### src/rtl/fifo_rr_read_arbiter_if.sv
// Bundle of the per-FIFO read-side signals and the merged downstream stream.
// The arbiter connects through the master modport; the FIFOs and the consumer
// connect through the slave modport.
interface fifo_rr_read_arbiter_if #(
  parameter int NUM_SRC      = 4,
  parameter int DATA_WIDTH   = 16,
  parameter int SRC_ID_WIDTH = $clog2(NUM_SRC)
);
  logic [NUM_SRC-1:0]      i_fifo_empty;
  logic [NUM_SRC-1:0]      i_fifo_valid;
  logic [DATA_WIDTH-1:0]   i_fifo_data [NUM_SRC];
  logic [NUM_SRC-1:0]      o_fifo_rd_req;
  logic [DATA_WIDTH-1:0]   o_data;
  logic [SRC_ID_WIDTH-1:0] o_src_id;
  logic                    o_valid;
  logic                    i_ready;
  logic                    o_busy;

  modport master (
    input  i_fifo_empty, i_fifo_valid, i_fifo_data, i_ready,
    output o_fifo_rd_req, o_data, o_src_id, o_valid, o_busy
  );

  modport slave (
    output i_fifo_empty, i_fifo_valid, i_fifo_data, i_ready,
    input  o_fifo_rd_req, o_data, o_src_id, o_valid, o_busy
  );
endinterface

### src/rtl/fifo_rr_read_arbiter.sv
// Round-robin read scheduler: grants one FIFO at a time for bursts of up to
// BURST_LEN reads, captures the 1-cycle-latency read data into a 2-entry
// output buffer and tags each word with the index of the FIFO it came from.
module fifo_rr_read_arbiter #(
  parameter int NUM_SRC      = 4,
  parameter int DATA_WIDTH   = 16,
  parameter int BURST_LEN    = 4,
  parameter int SRC_ID_WIDTH = $clog2(NUM_SRC)
) (
  input  logic                  i_clk,
  input  logic                  i_rst_n,
  input  logic                  i_ena,
  fifo_rr_read_arbiter_if.master bus
);

  localparam int CNT_WIDTH = $clog2(BURST_LEN + 1);
  localparam logic [CNT_WIDTH-1:0]    BURST_LAST = CNT_WIDTH'(BURST_LEN - 1);
  localparam logic [SRC_ID_WIDTH-1:0] LAST_SRC   = SRC_ID_WIDTH'(NUM_SRC - 1);

  typedef enum logic {IDLE, GRANT} state_t;

  state_t                  state_reg, state_next;
  logic [SRC_ID_WIDTH-1:0] owner_reg, owner_next;
  logic [SRC_ID_WIDTH-1:0] rr_ptr_reg, rr_ptr_next;
  logic [CNT_WIDTH-1:0]    burst_cnt_reg, burst_cnt_next;
  logic                    inflight_reg, inflight_next;
  logic [SRC_ID_WIDTH-1:0] inflight_id_reg, inflight_id_next;

  // Output buffer: two entries, written in capture order.
  logic [DATA_WIDTH-1:0]   buf_data_reg [2];
  logic [SRC_ID_WIDTH-1:0] buf_id_reg   [2];
  logic                    wr_ptr_reg;
  logic                    rd_ptr_reg;
  logic [1:0]              occ_reg, occ_next;

  logic       valid;
  logic       pop;
  logic       capture;
  logic       issue;
  logic       owner_empty;
  logic       credit_ok;
  logic [2:0] demand;

  // First non-empty index strictly after ptr, wrapping modulo NUM_SRC.
  function automatic logic [SRC_ID_WIDTH-1:0] pick_next(
    input logic [SRC_ID_WIDTH-1:0] ptr,
    input logic [NUM_SRC-1:0]      empty
  );
    logic [SRC_ID_WIDTH-1:0] sel;
    logic [SRC_ID_WIDTH-1:0] idx_w;
    logic                    found;
    int                      idx;
    sel   = ptr;
    found = 1'b0;
    for (int k = 1; k <= NUM_SRC; k++) begin
      idx = int'(ptr) + k;
      if (idx >= NUM_SRC) idx = idx - NUM_SRC;
      idx_w = SRC_ID_WIDTH'(idx);
      if (!found && !empty[idx_w]) begin
        sel   = idx_w;
        found = 1'b1;
      end
    end
    return sel;
  endfunction

  assign valid       = (occ_reg != 2'd0);
  assign pop         = valid && bus.i_ready;
  assign owner_empty = bus.i_fifo_empty[owner_reg];
  // Words already held or on their way must leave room for one more; a pop
  // this cycle frees a slot immediately.
  assign demand      = {1'b0, occ_reg} + {2'b00, inflight_reg};
  assign credit_ok   = demand < (3'd2 + {2'b00, pop});
  assign issue       = (state_reg == GRANT) && i_ena && !owner_empty && credit_ok;
  // Only the FIFO we actually read from, and only while that read is pending.
  assign capture     = inflight_reg && bus.i_fifo_valid[inflight_id_reg];

  genvar gi;
  generate
    for (gi = 0; gi < NUM_SRC; gi++) begin : g_rd_req
      assign bus.o_fifo_rd_req[gi] = issue && (owner_reg == SRC_ID_WIDTH'(gi));
    end
  endgenerate

  // Grant FSM: pick the next owner in IDLE, run the burst in GRANT.
  always_comb begin
    state_next     = state_reg;
    owner_next     = owner_reg;
    rr_ptr_next    = rr_ptr_reg;
    burst_cnt_next = burst_cnt_reg;
    case (state_reg)
      IDLE: begin
        if (i_ena && !(&bus.i_fifo_empty)) begin
          owner_next     = pick_next(rr_ptr_reg, bus.i_fifo_empty);
          burst_cnt_next = '0;
          state_next     = GRANT;
        end
      end
      GRANT: begin
        if (i_ena) begin
          if (owner_empty) begin
            state_next  = IDLE;
            rr_ptr_next = owner_reg;
          end else if (issue) begin
            burst_cnt_next = burst_cnt_reg + 1'b1;
            if (burst_cnt_reg == BURST_LAST) begin
              state_next  = IDLE;
              rr_ptr_next = owner_reg;
            end
          end
        end
      end
      default: state_next = IDLE;
    endcase
  end

  // Pending-read tracking and buffer occupancy bookkeeping.
  always_comb begin
    inflight_next    = inflight_reg;
    inflight_id_next = inflight_id_reg;
    occ_next         = occ_reg;
    if (issue) begin
      inflight_next    = 1'b1;
      inflight_id_next = owner_reg;
    end else if (capture) begin
      inflight_next = 1'b0;
    end
    case ({capture, pop})
      2'b10:   occ_next = occ_reg + 2'd1;
      2'b01:   occ_next = occ_reg - 2'd1;
      default: occ_next = occ_reg;
    endcase
  end

  // Control state registers.
  always_ff @(posedge i_clk or negedge i_rst_n) begin
    if (!i_rst_n) begin
      state_reg       <= IDLE;
      owner_reg       <= '0;
      rr_ptr_reg      <= LAST_SRC;
      burst_cnt_reg   <= '0;
      inflight_reg    <= 1'b0;
      inflight_id_reg <= '0;
      occ_reg         <= 2'd0;
      wr_ptr_reg      <= 1'b0;
      rd_ptr_reg      <= 1'b0;
    end else begin
      state_reg       <= state_next;
      owner_reg       <= owner_next;
      rr_ptr_reg      <= rr_ptr_next;
      burst_cnt_reg   <= burst_cnt_next;
      inflight_reg    <= inflight_next;
      inflight_id_reg <= inflight_id_next;
      occ_reg         <= occ_next;
      if (capture) wr_ptr_reg <= ~wr_ptr_reg;
      if (pop)     rd_ptr_reg <= ~rd_ptr_reg;
    end
  end

  generate
    for (gi = 0; gi < 2; gi++) begin : g_buf
      // Buffer entry: written when a capture targets this slot.
      always_ff @(posedge i_clk or negedge i_rst_n) begin
        if (!i_rst_n) begin
          buf_data_reg[gi] <= '0;
          buf_id_reg[gi]   <= '0;
        end else if (capture && (wr_ptr_reg == 1'(gi))) begin
          buf_data_reg[gi] <= bus.i_fifo_data[inflight_id_reg];
          buf_id_reg[gi]   <= inflight_id_reg;
        end
      end
    end
  endgenerate

  assign bus.o_valid  = valid;
  assign bus.o_data   = buf_data_reg[rd_ptr_reg];
  assign bus.o_src_id = buf_id_reg[rd_ptr_reg];
  assign bus.o_busy   = (state_reg == GRANT) || inflight_reg || valid;

endmodule

### src/flat_wrapper.sv
// flat-port wrapper written by rule: the top's interface ports become plain ports
module fifo_rr_read_arbiter_flat 
#(
  parameter int NUM_SRC      = 4,
  parameter int DATA_WIDTH   = 16,
  parameter int BURST_LEN    = 4,
  parameter int SRC_ID_WIDTH = $clog2(NUM_SRC)
)
  (i_clk, i_rst_n, i_ena, bus_i_fifo_empty, bus_i_fifo_valid, bus_i_fifo_data, bus_i_ready, bus_o_fifo_rd_req, bus_o_data, bus_o_src_id, bus_o_valid, bus_o_busy);
  fifo_rr_read_arbiter_if #(.NUM_SRC(NUM_SRC), .DATA_WIDTH(DATA_WIDTH), .SRC_ID_WIDTH(SRC_ID_WIDTH)) bus_i ();
  input  logic i_clk;
  input  logic i_rst_n;
  input  logic i_ena;
  input wire logic [$bits(bus_i.i_fifo_empty)-1:0] bus_i_fifo_empty;
  input wire logic [$bits(bus_i.i_fifo_valid)-1:0] bus_i_fifo_valid;
  input wire logic [$bits(bus_i.i_fifo_data)-1:0] bus_i_fifo_data;
  input wire logic [$bits(bus_i.i_ready)-1:0] bus_i_ready;
  output wire logic [$bits(bus_i.o_fifo_rd_req)-1:0] bus_o_fifo_rd_req;
  output wire logic [$bits(bus_i.o_data)-1:0] bus_o_data;
  output wire logic [$bits(bus_i.o_src_id)-1:0] bus_o_src_id;
  output wire logic [$bits(bus_i.o_valid)-1:0] bus_o_valid;
  output wire logic [$bits(bus_i.o_busy)-1:0] bus_o_busy;
  assign bus_i.i_fifo_empty = bus_i_fifo_empty;
  assign bus_i.i_fifo_valid = bus_i_fifo_valid;
  assign bus_i.i_fifo_data = {>>{bus_i_fifo_data}};
  assign bus_i.i_ready = bus_i_ready;
  assign bus_o_fifo_rd_req = bus_i.o_fifo_rd_req;
  assign bus_o_data = bus_i.o_data;
  assign bus_o_src_id = bus_i.o_src_id;
  assign bus_o_valid = bus_i.o_valid;
  assign bus_o_busy = bus_i.o_busy;
  fifo_rr_read_arbiter #(.NUM_SRC(NUM_SRC), .DATA_WIDTH(DATA_WIDTH), .BURST_LEN(BURST_LEN), .SRC_ID_WIDTH(SRC_ID_WIDTH)) u_core (.i_clk(i_clk), .i_rst_n(i_rst_n), .i_ena(i_ena), .bus(bus_i));
endmodule
### config.mk
export PLATFORM = sky130hd
export DESIGN_NAME = fifo_rr_read_arbiter_flat
export DESIGN_NICKNAME = d
export VERILOG_FILES = /design/src/rtl/fifo_rr_read_arbiter_if.sv /design/src/rtl/fifo_rr_read_arbiter.sv /design/src/flat_wrapper.sv
export SDC_FILE = /design/constraint.sdc
export NUM_CORES = 1
export LEC_CHECK = 0
export ABC_AREA = 1
export CAP_MARGIN = 5
export CELL_PAD_IN_SITES_DETAIL_PLACEMENT = 0
export CELL_PAD_IN_SITES_GLOBAL_PLACEMENT = 1
export CORE_ASPECT_RATIO = 1.4
export CORE_MARGIN = 4
export CORE_UTILIZATION = 32
export DETAILED_ROUTE_END_ITERATION = 16
export PLACE_DENSITY = 0.77
export SLEW_MARGIN = 20
export SYNTH_ARGS = -nofsm -noshare
export SYNTH_HDL_FRONTEND = slang
export SYNTH_SLANG_ARGS = --single-unit
### constraint.sdc
create_clock -name i_clk -period 1.9 [get_ports i_clk]
set_input_delay 0.38 -clock i_clk [delete_from_list [all_inputs] [get_ports i_clk]]
set_output_delay 0.38 -clock i_clk [all_outputs]
set_load 0.01 [all_outputs]
Word-level counts from Yosys, hierarchy flattened
Index checks and enable logic that the tools add are counted.
Operators by class
  $mul: 0
  reductions and logical operators: 35
  shifts and indexed selects: 0
  order comparisons: 13
  bitwise logic cells: 5
  divide/modulo/power cells: 0
  equal/unequal tests: 10
  add/subtract/negate cells: 13
  muxes and demuxes: 63
Operators with widths (count)
  16-bit 2-to-1 mux: 5
  2-bit 2-to-1 mux: 22
  16-bit binary-select mux with 2-bit select: 1
  1-bit 2-to-1 mux: 22
  2-bit by 3-bit < comparator with 1-bit output, second input constant: 6
  1-bit logical AND: 15
  1-bit binary-select mux with 2-bit select: 6
  3-bit greater-or-equal comparator, second input constant: 4
  3-bit 2-to-1 mux: 4
  4-bit AND reduction: 3
  2-bit nonzero test: 5
  2-bit by 1-bit subtractor with 2-bit output, second input constant: 5
  1-bit logical NOT: 8
  2-bit by 2-bit adder with 3-bit output, second input constant: 2
  2-bit == test, second input constant: 3
  2-bit != test, second input constant: 3
  3-bit case mux with 2 select lines: 1
  2-bit by 3-bit adder with 4-bit output, second input constant: 1
  2-bit by 1-bit == test with 1-bit output, second input constant: 2
  4-bit by 3-bit greater-or-equal comparator with 1-bit output, second input constant: 1
  2-bit case mux with 2 select lines: 1
  2-bit by 1-bit adder with 3-bit output: 1
  2-bit by 1-bit adder with 3-bit output, first input constant: 1
  2-bit by 1-bit adder with 3-bit output, second input constant: 1
  other kinds (13): 16
Word-level totals
  bits in latches: 0
  output and inout port bits: 24
  memory bits (read-only): 0
  memories: 0
  flip-flop bits (word level): 51
  logic and storage cells: 152
  input bits: 76
  bits in writable memories: 0

Depth between registers and ports, before layout
  depth after elaboration: 23
  gate-level depth with buffers: 12
  mapped depth without buffers: 11

Least setup slack after synthesis
Ideal clock, no wire load.
  path type: register -> output
  from: reg u_core.occ_reg[0]
  to: out bus_o_fifo_rd_req[2]
  cell stages (with the launch flop): 7
  buffers on the path: 1
  data required time: 1.520 ns
  path slack: -0.025 ns
  data arrival time: 1.545 ns
  cells stage by stage: dfrtp_1 ha_1 ha_1 o21ai_1 nand3_2 buf_6 nor3_1
On the way
  cells in the longest elaborated chain, start to end: 6
  elaborated cells on any way between the ends: 7
  those cells by class: add/sub: 2; order compare: 1; reduce/logical: 4
RTL lines
  from (decl): RTL line fifo_rr_read_arbiter.sv:34  | logic [1:0] occ_reg, occ_next;
  from (signal assigned): RTL line fifo_rr_read_arbiter.sv:154  | occ_reg <= occ_next;
  2-bit nonzero test: RTL line fifo_rr_read_arbiter.sv:67  | assign valid = (occ_reg != 2'd0);
  1-bit logical AND: RTL line fifo_rr_read_arbiter.sv:68  | assign pop = valid && bus.i_ready;
  2-bit by 1-bit adder with 3-bit output: RTL line fifo_rr_read_arbiter.sv:73  | assign credit_ok = demand < (3'd2 + {2'b00, pop});
  3-bit < comparator *: RTL line fifo_rr_read_arbiter.sv:73
  1-bit logical AND *: RTL line fifo_rr_read_arbiter.sv:74  | assign issue = (state_reg == GRANT) && i_ena && !owner_empty && credit_ok;
  1-bit logical AND *: RTL line fifo_rr_read_arbiter.sv:81  | assign bus.o_fifo_rd_req[gi] = issue && (owner_reg == SRC_ID_WIDTH'(gi));
  to (decl): RTL line flat_wrapper.sv:18  | output wire logic [$bits(bus_i.o_fifo_rd_req)-1:0] bus_o_fifo_rd_req;
Every way passes the cells marked *; elsewhere a longest branch is shown, timed or not.

Worst setup path in the final report
  from: reg u_core.occ_reg[0]
  to: out bus_o_fifo_rd_req[1]
Same word-level chain as after synthesis.

==> Flow_metrics.wiki <==
{| class="wikitable"
! Metric !! Value
|-
| Result of the run || complete, but fails checks
|-
| Violated checks || negative setup slack
|-
| Antenna violations before repair || 0
|-
| Warnings from Yosys || 0
|-
| GRT Util Overall || 16.9%
|-
| Cells after synthesis || 440
|-
| Global-route congestion overflow total || 0
|-
| Combinational cell fraction of total power || 56.6%
|-
| Chip Height || 125 µm
|-
| Max-slew headroom at the worst pin || 73.8%
|-
| Worst Path Required || 1.52 ns
|-
| Clock Path Buffers || 2
|-
| Post-DR wirelength/cell || 14.2 µm
|-
| Clock sink count || 51
|-
| Effective utilization at floorplan || 32.8%
|-
| Root buffer cell || sky130_fd_sc_hd__clkbuf_16
|-
| Buf+Inv Stages, Crit Path || 2
|-
| Antenna Diode Count || 0
|-
| Area inside the core boundary || 9460 µm²
|-
| Routed vias || 3,221
|-
| Count of pins over their slew limit || 0
|-
| Number of input and output port buffers inserted || 99
|-
| Placed cells || 655
|-
| Clock transition at path regs || 0.06 ns
|-
| Total wire length after detailed routing || 9.45 mm
|-
| Master of the slowest instance on the critical path || sky130_fd_sc_hd__dfrtp_1
|-
| Layout Cell Area excl Fill || 4560 µm²
|-
| Post-Synthesis Cell Area || 3100 µm²
|-
| Number of storage elements in the synthesis netlist || 51
|-
| Initial DRC count || 75
|-
| Pwr Density || 1450 nW/µm²
|-
| Overall die area || 11,400 µm²
|-
| Share of cells above drive strength 1 || 12.8%
|-
| Site row count || 42
|-
| Detailed placement HPWL || 7.27 mm
|-
| Slew of the pin with the lowest slew margin || 0.392 ns
|-
| RSZ-0062 raised after global routing || true
|-
| Post-CTS Hold Buffers || 0
|-
| Cells on worst reg2reg path || 8
|-
| Latest clock arrival within the worst-skew pair || 0.29 ns
|-
| Pin count of the biggest net entering global routing || 37
|-
| Layout overhead on the synthesized area || 46.9%
|-
| Vias in the first global route || 3,143
|-
| Instance area after placement || 4360 µm²
|-
| Die extent in x || 91.2 µm
|-
| CTS buffer count || 5
|-
| Cell Chain, Critical Path || ha_2, ha_4, o21ai_4, nand3_2, buf_6, nor3_4, buf_2
|-
| Reported leakage power || 2.20 nW
|-
| Max Clock Skew || 0.00530 ns
|-
| Number of routed nets with antenna violations || 0
|-
| First-pass GRT wire length || 15.8 mm
|-
| Worst Setup Slack post-DPL || -0.509 ns
|-
| Clock H-tree levels || 2
|-
| WS Path Type || reg -> out
|-
| Number of cells on the critical path || 7
|-
| Initial DRT Pass Iterations || 4
|-
| Total negative slack || -0.513 ns
|-
| Fmax achieved || 0.490 GHz
|-
| Worst Setup End Kind || primary output
|-
| Relative contribution of the clock network to total power || 14.9%
|-
| Total DRC errors in the routed layout || 0
|-
| Utilization of the core after routing || 48.2%
|-
| Mean instance size in the synthesized netlist || 7.06 µm²
|-
| Filler-free cell count of the finished design || 666
|-
| Number of primary I/O pins || 100
|-
| Final Setup Violations || 4
|-
| Final worst path period need || 2.04 ns
|-
| Final worst-path setup slack || -0.142 ns
|-
| Hold WC Path Type || in -> async
|-
| Max-cap viol count || 0
|-
| Crit share post-route || 107%
|-
| Highest ir drop seen on vdd || 814 µV
|-
| Max reg flops || 32
|-
| Clock tree from TritonCTS || done
|-
| Share of synthesized area occupied by flip-flops and latches || 41.2%
|-
| Cell family contributing the most delay on the critical path || adder cells
|-
| Sequential share of power || 28.6%
|-
| Routability Congestion || 0.818
|-
| Switching share of total power || 42.5%
|-
| Number of nets in the synthesized netlist || 521
|-
| Switching power of the nets || 0.00282 W
|-
| Critical Path Source Type || flop
|-
| Average via count per standard cell || 4.84
|-
| Critical path arrival || 1.66 ns
|-
| Total count of hold-check failures in the final report || 0
|-
| Peak fanout along the critical path || 4
|-
| Count of distinct cell types in the synthesized netlist || 34
|-
| Crit-path max cell delay || 0.39 ns
|-
| Number of nets in the final layout || 637
|-
| Cell Int Power || 0.00382 W
|}
layout by cell type, fill, tap and decap left out, drive strengths merged:
master           n
a21oi            4
and2             1
buf             40
bufinv           1
clkbuf           6
clkdlybuf4s50   73
dfrtp           49
dfstp            2
dlygate4sd2     20
dlymetal6s2s     1
ha               5
inv             40
mux2i            1
nand2          152
nand3           15
nand4            1
nor2            40
nor3             4
o21a             1
o21ai           79
o22ai           17
o31ai            1
xnor2            2
xor2             1
routing by layer:
metal	part of all wire, %	GRT usage [%]	vias up
met5	0	0	-
met3	5.7	3.63	6
li1	-	-	1643
met4	1.0	3.73	0
met2	47	28.4	92
met1	46	22.1	1480
metrics by stage:
| step | power [W] | hold WS, ns |
|---|---|---|
| after floorplan | 0.00411 | 0.0844 |
| after global placement | 0.00564 | 0.318 |
| after detailed placement | 0.00571 | 0.322 |
| after CTS | 0.00669 | 0.0119 |
| after global routing | 0.00724 | 0.0332 |
| final | 0.00663 | 0.0102 |
path summary, 6_finish.rpt:
path | from | slack (ns) | end
min in group i_clk | u_core.buf_data_reg[0] | 0.48 | u_core.buf_data_reg[0]
max in group asynchronous | i_rst_n | 1.30 | u_core.rr_ptr_reg[0]
worst max register to register | u_core.occ_reg[0] | 0.15 | u_core.occ_reg[1]
worst min register to register | u_core.buf_data_reg[0] | 0.48 | u_core.buf_data_reg[0]
worst max-delay path | u_core.occ_reg[0] | -0.14 | bus_o_fifo_rd_req[1]
worst min-delay path | i_rst_n | 0.01 | u_core.buf_data_reg[8]
power by group through the flow:
| stage | Clock [W] | Combinational [W] | Sequential, W |
|---|---|---|---|
| after floorplan | 0 | 0.00230 | 0.00181 |
| after CTS | 0.00102 | 0.00377 | 0.00190 |
| after global routing | 0.00105 | 0.00425 | 0.00194 |
| final | 0.000987 | 0.00375 | 0.00189 |
| after detailed placement | 0 | 0.00381 | 0.00191 |
| after global placement | 0 | 0.00375 | 0.00189 |
cells by family (layout without fill, tap and decap cells):
group	count (synthesis)	after routing	synth area share, %
AOI/OAI and AO/OA	102	102	17.6
xor gates and xnor gates	3	3	0.847
adders and majority gates	5	5	2.02
buffers and inverters	65	181	9.71
DFF	51	51	41.2
muxes	1	1	0.322
and+or+nand+nor	213	213	28.3
repair_timing:
action                     CTS  global route
pin swaps                    4             6
resized for setup           47             4
setup endpoints to repair   24             5
cloned                       0             0
setup buffers                3             1
Yosys cell counts, drive strengths merged:
cell type	number	area, µm²
inv	40	155
o21ai	79	395
xnor2	2	17.5
nor3	4	35.0
a21oi	4	23.8
nand4	1	6.26
mux2i	1	10.0
dfstp	2	52.6
o22ai	17	113
nand2	152	576
clkbuf	11	42.5
o21a	1	7.51
ha	5	62.6
nand3	15	97.6
nor2	40	158
and2	1	6.26
dfrtp	49	1230
xor2	1	8.76
o31ai	1	7.51
buf	14	104
cell type report:
type,count,area [µm²]
Fill cell,954,4900
Timing Repair Buffer,134,1250
Inverter,40,155
Sequential cell,51,1280
Tap cell,110,138
Multi-Input combinational cell,324,1580
Clock buffer,6,129
Clock inverter,1,30.0
Note: power is estimated with default switching activity, not from simulation.
